<file path="config.mk">
export PLATFORM = sky130hd
export DESIGN_NAME = mcu_core_param
export DESIGN_NICKNAME = d
export VERILOG_FILES = /design/src/rtl/mcu_pkg.sv /design/src/rtl/mcu_alu.sv /design/src/rtl/mcu_core_param.sv
export SDC_FILE = /design/constraint.sdc
export NUM_CORES = 1
export LEC_CHECK = 0
export ABC_AREA = 1
export CORE_AREA = 2 2 123 244
export CTS_BUF_LIST = sky130_fd_sc_hd__clkbuf_8
export DETAILED_ROUTE_END_ITERATION = 8
export DIE_AREA = 0 0 125 246
export PLACE_DENSITY = 0.87
export SYNTH_ARGS = -nofsm -noshare
export SYNTH_HDL_FRONTEND = slang
export SYNTH_SLANG_ARGS = --single-unit
export TNS_END_PERCENT = 30
</file>
<file path="constraint.sdc">
create_clock -name clk -period 3.7 [get_ports clk]
set_input_delay 0.555 -clock clk [delete_from_list [all_inputs] [get_ports clk]]
set_output_delay 0.555 -clock clk [all_outputs]
set_load 0.05 [all_outputs]
</file>
<file path="src/rtl/mcu_pkg.sv">
// Shared definitions for the parametrised accumulator core.
// Contents: opcode encodings, the core state enum and the status-register bit
// positions (SR = {Z,C,S,O}, MSB to LSB).
package mcu_pkg;

  localparam logic [3:0] OP_NOP  = 4'h0;
  localparam logic [3:0] OP_LDI  = 4'h1;
  localparam logic [3:0] OP_LD   = 4'h2;
  localparam logic [3:0] OP_ST   = 4'h3;
  localparam logic [3:0] OP_ADD  = 4'h4;
  localparam logic [3:0] OP_ADDI = 4'h5;
  localparam logic [3:0] OP_SUB  = 4'h6;
  localparam logic [3:0] OP_AND  = 4'h7;
  localparam logic [3:0] OP_OR   = 4'h8;
  localparam logic [3:0] OP_XOR  = 4'h9;
  localparam logic [3:0] OP_JMP  = 4'hA;
  localparam logic [3:0] OP_JZ   = 4'hB;
  localparam logic [3:0] OP_JC   = 4'hC;
  localparam logic [3:0] OP_CALL = 4'hD;
  localparam logic [3:0] OP_RET  = 4'hE;
  localparam logic [3:0] OP_HALT = 4'hF;

  typedef enum logic [2:0] {
    S_LOAD, S_FETCH, S_DECODE, S_EXEC, S_HALT
  } state_t;

  localparam int F_Z = 3;
  localparam int F_C = 2;
  localparam int F_S = 1;
  localparam int F_O = 0;

endpackage

</file>
<file path="src/rtl/mcu_alu.sv">
// Combinational ALU for the accumulator core.
// Ports: acc (accumulator), operand (DR or immediate), opcode (IR opcode
// field) in; result and flags {Z,C,S,O} out. Non-ALU opcodes pass acc through.
module mcu_alu
  import mcu_pkg::*;
#(
  parameter int DW = 8
) (
  input  logic [DW-1:0] acc,
  input  logic [DW-1:0] operand,
  input  logic [3:0]    opcode,
  output logic [DW-1:0] result,
  output logic [3:0]    flags
);

  logic [DW:0] sum;
  logic [DW:0] diff;
  logic        c;
  logic        o;

  assign sum  = {1'b0, acc} + {1'b0, operand};
  // Top bit of the widened difference is the borrow (acc < operand unsigned).
  assign diff = {1'b0, acc} - {1'b0, operand};

  always_comb begin
    result = acc;
    c      = 1'b0;
    o      = 1'b0;
    case (opcode)
      OP_ADD, OP_ADDI: begin
        result = sum[DW-1:0];
        c      = sum[DW];
        o      = (acc[DW-1] == operand[DW-1]) && (sum[DW-1] != acc[DW-1]);
      end
      OP_SUB: begin
        result = diff[DW-1:0];
        c      = diff[DW];
        o      = (acc[DW-1] != operand[DW-1]) && (diff[DW-1] != acc[DW-1]);
      end
      OP_AND:  result = acc & operand;
      OP_OR:   result = acc | operand;
      OP_XOR:  result = acc ^ operand;
      default: ;
    endcase
    flags      = 4'b0000;
    flags[F_Z] = (result == '0);
    flags[F_C] = c;
    flags[F_S] = result[DW-1];
    flags[F_O] = o;
  end

endmodule

</file>
<file path="src/rtl/mcu_core_param.sv">
// Parametrised multi-cycle accumulator core with streamed program load.
// Ports: clk, rst (sync, active-high); ld_valid/ld_ready/ld_data/ld_last
// program load stream; halted, err (sticky stack fault), pc_o, acc_o,
// sr_o {Z,C,S,O}. Each instruction runs FETCH -> DECODE -> EXECUTE.
module mcu_core_param
  import mcu_pkg::*;
#(
  parameter int DW     = 8,
  parameter int PDEPTH = 16,
  parameter int DDEPTH = 16,
  parameter int SDEPTH = 4,
  localparam int IW    = DW + 4,
  localparam int PW    = $clog2(PDEPTH),
  localparam int AW    = $clog2(DDEPTH)
) (
  input  logic          clk,
  input  logic          rst,
  input  logic          ld_valid,
  output logic          ld_ready,
  input  logic [IW-1:0] ld_data,
  input  logic          ld_last,
  output logic          halted,
  output logic          err,
  output logic [PW-1:0] pc_o,
  output logic [DW-1:0] acc_o,
  output logic [3:0]    sr_o
);

  localparam int SPW = $clog2(SDEPTH + 1);
  localparam int SIW = (SDEPTH > 1) ? $clog2(SDEPTH) : 1;

  state_t          state, state_nxt;
  logic [PW-1:0]   load_addr, pc, pc_inc, pc_nxt, target;
  logic [DW-1:0]   acc, dr, k, alu_opnd, alu_res;
  logic [3:0]      sr, alu_flags, op;
  logic [IW-1:0]   ir;
  logic [SPW-1:0]  sp;
  logic            err_q;
  logic            ld_beat, ld_done, stk_full, stk_empty, push, st_en;

  logic [IW-1:0]   pmem  [PDEPTH];
  logic [DW-1:0]   dmem  [DDEPTH];
  logic [PW-1:0]   stack [SDEPTH];

  assign op        = ir[IW-1:DW];
  assign k         = ir[DW-1:0];
  assign target    = k[PW-1:0];
  assign pc_inc    = pc + PW'(1);
  assign stk_full  = (sp == SPW'(SDEPTH));
  assign stk_empty = (sp == '0);

  assign ld_ready  = (state == S_LOAD) && !rst;
  assign ld_beat   = ld_valid && ld_ready;
  // Either terminator ends the load; both on the same beat is still one exit.
  assign ld_done   = ld_beat && (ld_last || (load_addr == PW'(PDEPTH - 1)));

  assign push      = !rst && (state == S_EXEC) && (op == OP_CALL) && !stk_full;
  assign st_en     = !rst && (state == S_EXEC) && (op == OP_ST);

  assign alu_opnd  = (op == OP_ADDI) ? k : dr;

  mcu_alu #(.DW(DW)) u_alu (
    .acc     (acc),
    .operand (alu_opnd),
    .opcode  (op),
    .result  (alu_res),
    .flags   (alu_flags)
  );

  always_ff @(posedge clk) begin
    if (rst) state <= S_LOAD;
    else     state <= state_nxt;
  end

  always_comb begin
    state_nxt = state;
    case (state)
      S_LOAD:   if (ld_done) state_nxt = S_FETCH;
      S_FETCH:  state_nxt = S_DECODE;
      S_DECODE: state_nxt = S_EXEC;
      S_EXEC: begin
        state_nxt = S_FETCH;
        if ((op == OP_HALT) || (op == OP_CALL && stk_full) ||
            (op == OP_RET && stk_empty))
          state_nxt = S_HALT;
      end
      S_HALT:   state_nxt = S_HALT;
      default:  state_nxt = S_LOAD;
    endcase
  end

  // Branches test SR as it stood entering EXECUTE; a faulting CALL/RET keeps
  // PC on the offending instruction.
  always_comb begin
    pc_nxt = pc_inc;
    case (op)
      OP_JMP:  pc_nxt = target;
      OP_JZ:   if (sr[F_Z]) pc_nxt = target;
      OP_JC:   if (sr[F_C]) pc_nxt = target;
      OP_CALL: pc_nxt = stk_full ? pc : target;
      OP_RET:  pc_nxt = stk_empty ? pc : stack[SIW'(sp - SPW'(1))];
      OP_HALT: pc_nxt = pc;
      default: ;
    endcase
  end

  // Memories and stack storage carry no reset; PMem survives rst.
  always_ff @(posedge clk) begin
    if (ld_beat) pmem[load_addr] <= ld_data;
    if (st_en)   dmem[ir[AW-1:0]] <= acc;
    if (push)    stack[SIW'(sp)] <= pc_inc;
  end

  always_ff @(posedge clk) begin
    if (rst) begin
      load_addr <= '0;
      pc        <= '0;
      acc       <= '0;
      sr        <= '0;
      sp        <= '0;
      err_q     <= 1'b0;
      ir        <= '0;
      dr        <= '0;
    end else begin
      case (state)
        S_LOAD: if (ld_beat) begin
          load_addr <= load_addr + PW'(1);
          if (ld_done) begin
            load_addr <= '0;
            pc        <= '0;
            acc       <= '0;
            sr        <= '0;
            sp        <= '0;
            ir        <= '0;
            dr        <= '0;
          end
        end
        S_FETCH:  ir <= pmem[pc];
        S_DECODE: dr <= dmem[ir[AW-1:0]];
        S_EXEC: begin
          pc <= pc_nxt;
          case (op)
            OP_LDI: acc <= k;
            OP_LD:  acc <= dr;
            OP_ADD, OP_ADDI, OP_SUB, OP_AND, OP_OR, OP_XOR: begin
              acc <= alu_res;
              sr  <= alu_flags;
            end
            OP_CALL: begin
              if (stk_full) err_q <= 1'b1;
              else          sp    <= sp + SPW'(1);
            end
            OP_RET: begin
              if (stk_empty) err_q <= 1'b1;
              else           sp    <= sp - SPW'(1);
            end
            default: ;
          endcase
        end
        default: ;
      endcase
    end
  end

  assign halted = (state == S_HALT);
  assign err    = err_q;
  assign pc_o   = pc;
  assign acc_o  = acc;
  assign sr_o   = sr;

endmodule

</file>
==> metrics.cfg <==
[outcome]
status = finished clean

[worst_setup_path]
cp_top_family = simple AND/OR/NAND/NOR gates
worstReg2RegEnd = sr_o[3]
cp.arrival_ns = 3.87
critical_path.max_stage_delay_ns = 0.42
worst-setup-path-type = reg -> reg
timing.rr.start = ir[10]
cp.required_ns = 4.25
cp_num_buf_inv = 3
worst-path-max-fanout = 15
path_cells = inv_1, nor2_1, nand2_1, buf_4, o21ai_0, inv_1, ha_1, nor2_1, nand2_1, nand2_1, nand2_1, nand3_1, nand2_1, nor2_1, nand2_1, nor2_1, nand4_1, a21oi_1
worstRegToRegCells = 18
critical_path.endpoint_type = register
worst_setup_path_start_kind = register
timing.critical_path.slowest_stage_cell = dfxtp_1
reg_to_reg_setup_timing_slack_ns = 0.39
cpMostUsedCell = nand2_1

[routing]
drt_iter0_drc = 1074
routed-wl-met3_um = 2620
routed_wire_length_per_instance_um = 22.0
drt.antenna.violating_nets = 0
top_signal_layer_used = met4
met1_length_um = 13500
first_pass_iters = 8
vias = 12516
post_drt_via_cell_ratio = 6.19
met2_wirelength_um = 24700
drt_drc_violations_left = 0
routed_wirelength_um = 44400

[clocking]
cts_buffers = 50
clock_tree.root_cell = clkbuf_8
cts_buffer_depth = 3
cts-htree-levels = 2
cts_tree = done
post_cts_resized = 0
post-cts-setup-buffer-count = 0
clk_transition_reported_paths_ns = 0.07
cts_hold_buf = 0
clk_latency_ns = 0.61
numClockSinks = 391

[yosys]
yosysTopAreaCellShare_pct = 59.1
synth_top_area_cell = edfxtp_1
postSynthNetCount = 1617
yosys_warnings = 0
syn-mean-instance-area_um2 = 10.9
synth_seq_area_share_pct = 65.6
synthesis_stage_register_bit_count = 391
synth_cell_type_count = 45
yosys-top-cells-area = edfxtp_1 (59%), dfxtp_1 (6.5%), o21ai_0 (5.7%)
post_synth_instance_area_mm2 = 0.0171
syn_inst = 1564

[power_and_ir_drop]
p_per_area_mw_per_mm2 = 522
leakage_nw = 6.40
max-vdd-ir-drop_v = 0.000448

[final_layout]
layout.cells.most_common = edfxtp_1
final_area_mm2 = 0.0189
final_cell_mix = edfxtp_1 (336), nor2_1 (252), nand2_1 (214)
final_layout_size_suffix_gt1_share_pct = 8.42
finalNetCount = 1678
area_growth_syn_to_layout_pct = 10.9

[floorplan]
floorplan.die_area_mm2 = 0.0308
io_pins = 35
floorplan.die.height_um = 246
row_count = 88
design.core.area_mm2 = 0.0288
initial_core_util_pct = 59.1
floorplan.die.width_um = 125

[sta]
clock.fmax_mhz = 302
rsz0062_at_grt = false
worst-slew-pin-transition_ns = 1.02
final_slew_violations = 0
final_period_minus_worst_setup_slack_ns = 3.31
fin_setup_tns_ns = 0
final.setup_skew_ns = 0.0267
final_hold_violation_count = 0
min_period_over_period_pct = 89.5
relSlewSlack_pct = 31.8
timing.final.setup_violations = 0

[placed_design]
placed_area_mm2 = 0.0179
finalWeightedCongestion = 0.994
portBuffers = 34
place_hpwl_um = 31200

[flow_run]
maxCapViolations = 0

[global_routing]
groute.usage.overall_pct = 28.6
gr-total-overflow = 0
grt_start_max_net_pins = 97
antenna_found_initial = 1
wire_length_of_the_first_global_routing_pass_um = 67200
via_count_of_the_first_global_routing_pass = 12700

[min_path]
hold_path_end = ir[4]
min_path_cells = 2
timing.hold.worst.start = ir[4]
worst_hold_path_type = reg -> reg

==> cell type report <==
cell class	count	area [um^2]
Antenna cell	1	2.50
Clock buffer	51	702
Clock inverter	38	293
Fill cell	2152	9920
Inverter	113	424
Multi-Input combinational cell	986	5140
Sequential cell	391	11200
Tap cell	360	450
Timing Repair Buffer	83	718
==> per-layer routing <==
layer	track usage, %	vias to the layer above
met3	3.95	201
met4	20.9	0
met2	55.6	656
met1	26.3	5947
met5	0	-
li1	-	5712
==> where the power goes <==
part	internal, mW	leakage (nW)	switching, mW
clock	1.59	0.540	1.59
combinational	0.483	2.53	1.22
sequential	4.89	3.32	0.113
==> cells by family (layout without fill, tap and decap cells) <==
kind of cell | after synthesis | in the layout | share of synthesized area (%)
DFF | 391 | 391 | 65.6
adders and majority gates | 37 | 37 | 2.80
xor gates and xnor gates | 7 | 7 | 0.359
buffers and inverters | 187 | 285 | 4.29
AOI/OAI and AO/OA | 379 | 379 | 13.4
other | 0 | 1 | 0
and+or+nand+nor | 563 | 563 | 13.6
==> state kept, by name (all words and copies together), names as in the netlist, 3 cells and up, named ones only <==
signal and cells:
acc_o 8, dmem 128, dr 8, ir 12
load_addr 4, pc_o 4, pmem 192, sp 3
sr_o 4, stack 16, state 3
==> worst reg2reg max path: stages (launching register included) <==
cell and delay, ns:
dfxtp_1 0.42, inv_1 0.10, nor2_1 0.28, nand2_1 0.11
buf_4 0.20, o21ai_0 0.22, inv_1 0.18, ha_1 0.37
nor2_1 0.15, nand2_1 0.13, nand2_1 0.20, nand2_1 0.08
nand3_1 0.07, nand2_1 0.06, nor2_1 0.17, nand2_1 0.09
nor2_1 0.17, nand4_1 0.12, a21oi_1 0.12
==> how the worst max path moves through the flow <==
stage / from / end / cells after the start
after global placement: ir[10] / sr_o[3] / 18
after CTS: ir[10] / sr_o[3] / 18
after detailed placement: ir[10] / sr_o[3] / 18
after floorplan: ir[10] / sr_o[3] / 18
after global routing: ir[10] / sr_o[2] / 18
final: ir[10] / sr_o[3] / 18
==> cell usage after synthesis, drive strengths merged <==
library cell and count:
or2 2, nor3 6, o2111ai 1, edfxtp 336, dfxtp 55, nand2 216
and2 1, o31ai 2, xnor2 2, nand4 9, ha 35, nand3b 3
clkinv 2, o211ai 30, o21bai 1, buf 20, inv 111, o21ai 195
a21oi 57, fa 2, a221o 1, nor4 2, a221oi 1, a31oi 1
a22oi 1, a211oi 2, o221ai 56, nor2 256, clkbuf 54, o21a 1
o22ai 30, nand3 68, xor2 5
==> stage by stage <==
step / power, mW / utilization (%) / setup slack [ns] / hold WS [ns] / std cells
2_1_floorplan: 6.16 / - / 0.825 / 0.444 / 1564
3_3_place_gp: 6.72 / 62.2 / 0.493 / 0.455 / 1933
3_5_place_dp: 6.77 / 62.2 / 0.441 / 0.458 / 1933
4_1_cts: 9.89 / 65.6 / 0.450 / 0.470 / 2022
5_1_grt: 10.3 / 65.6 / 0.0387 / 0.512 / 2023
6_report: 9.88 / 65.6 / 0.388 / 0.473 / 2023
Note: power is estimated with default switching activity, not from simulation.
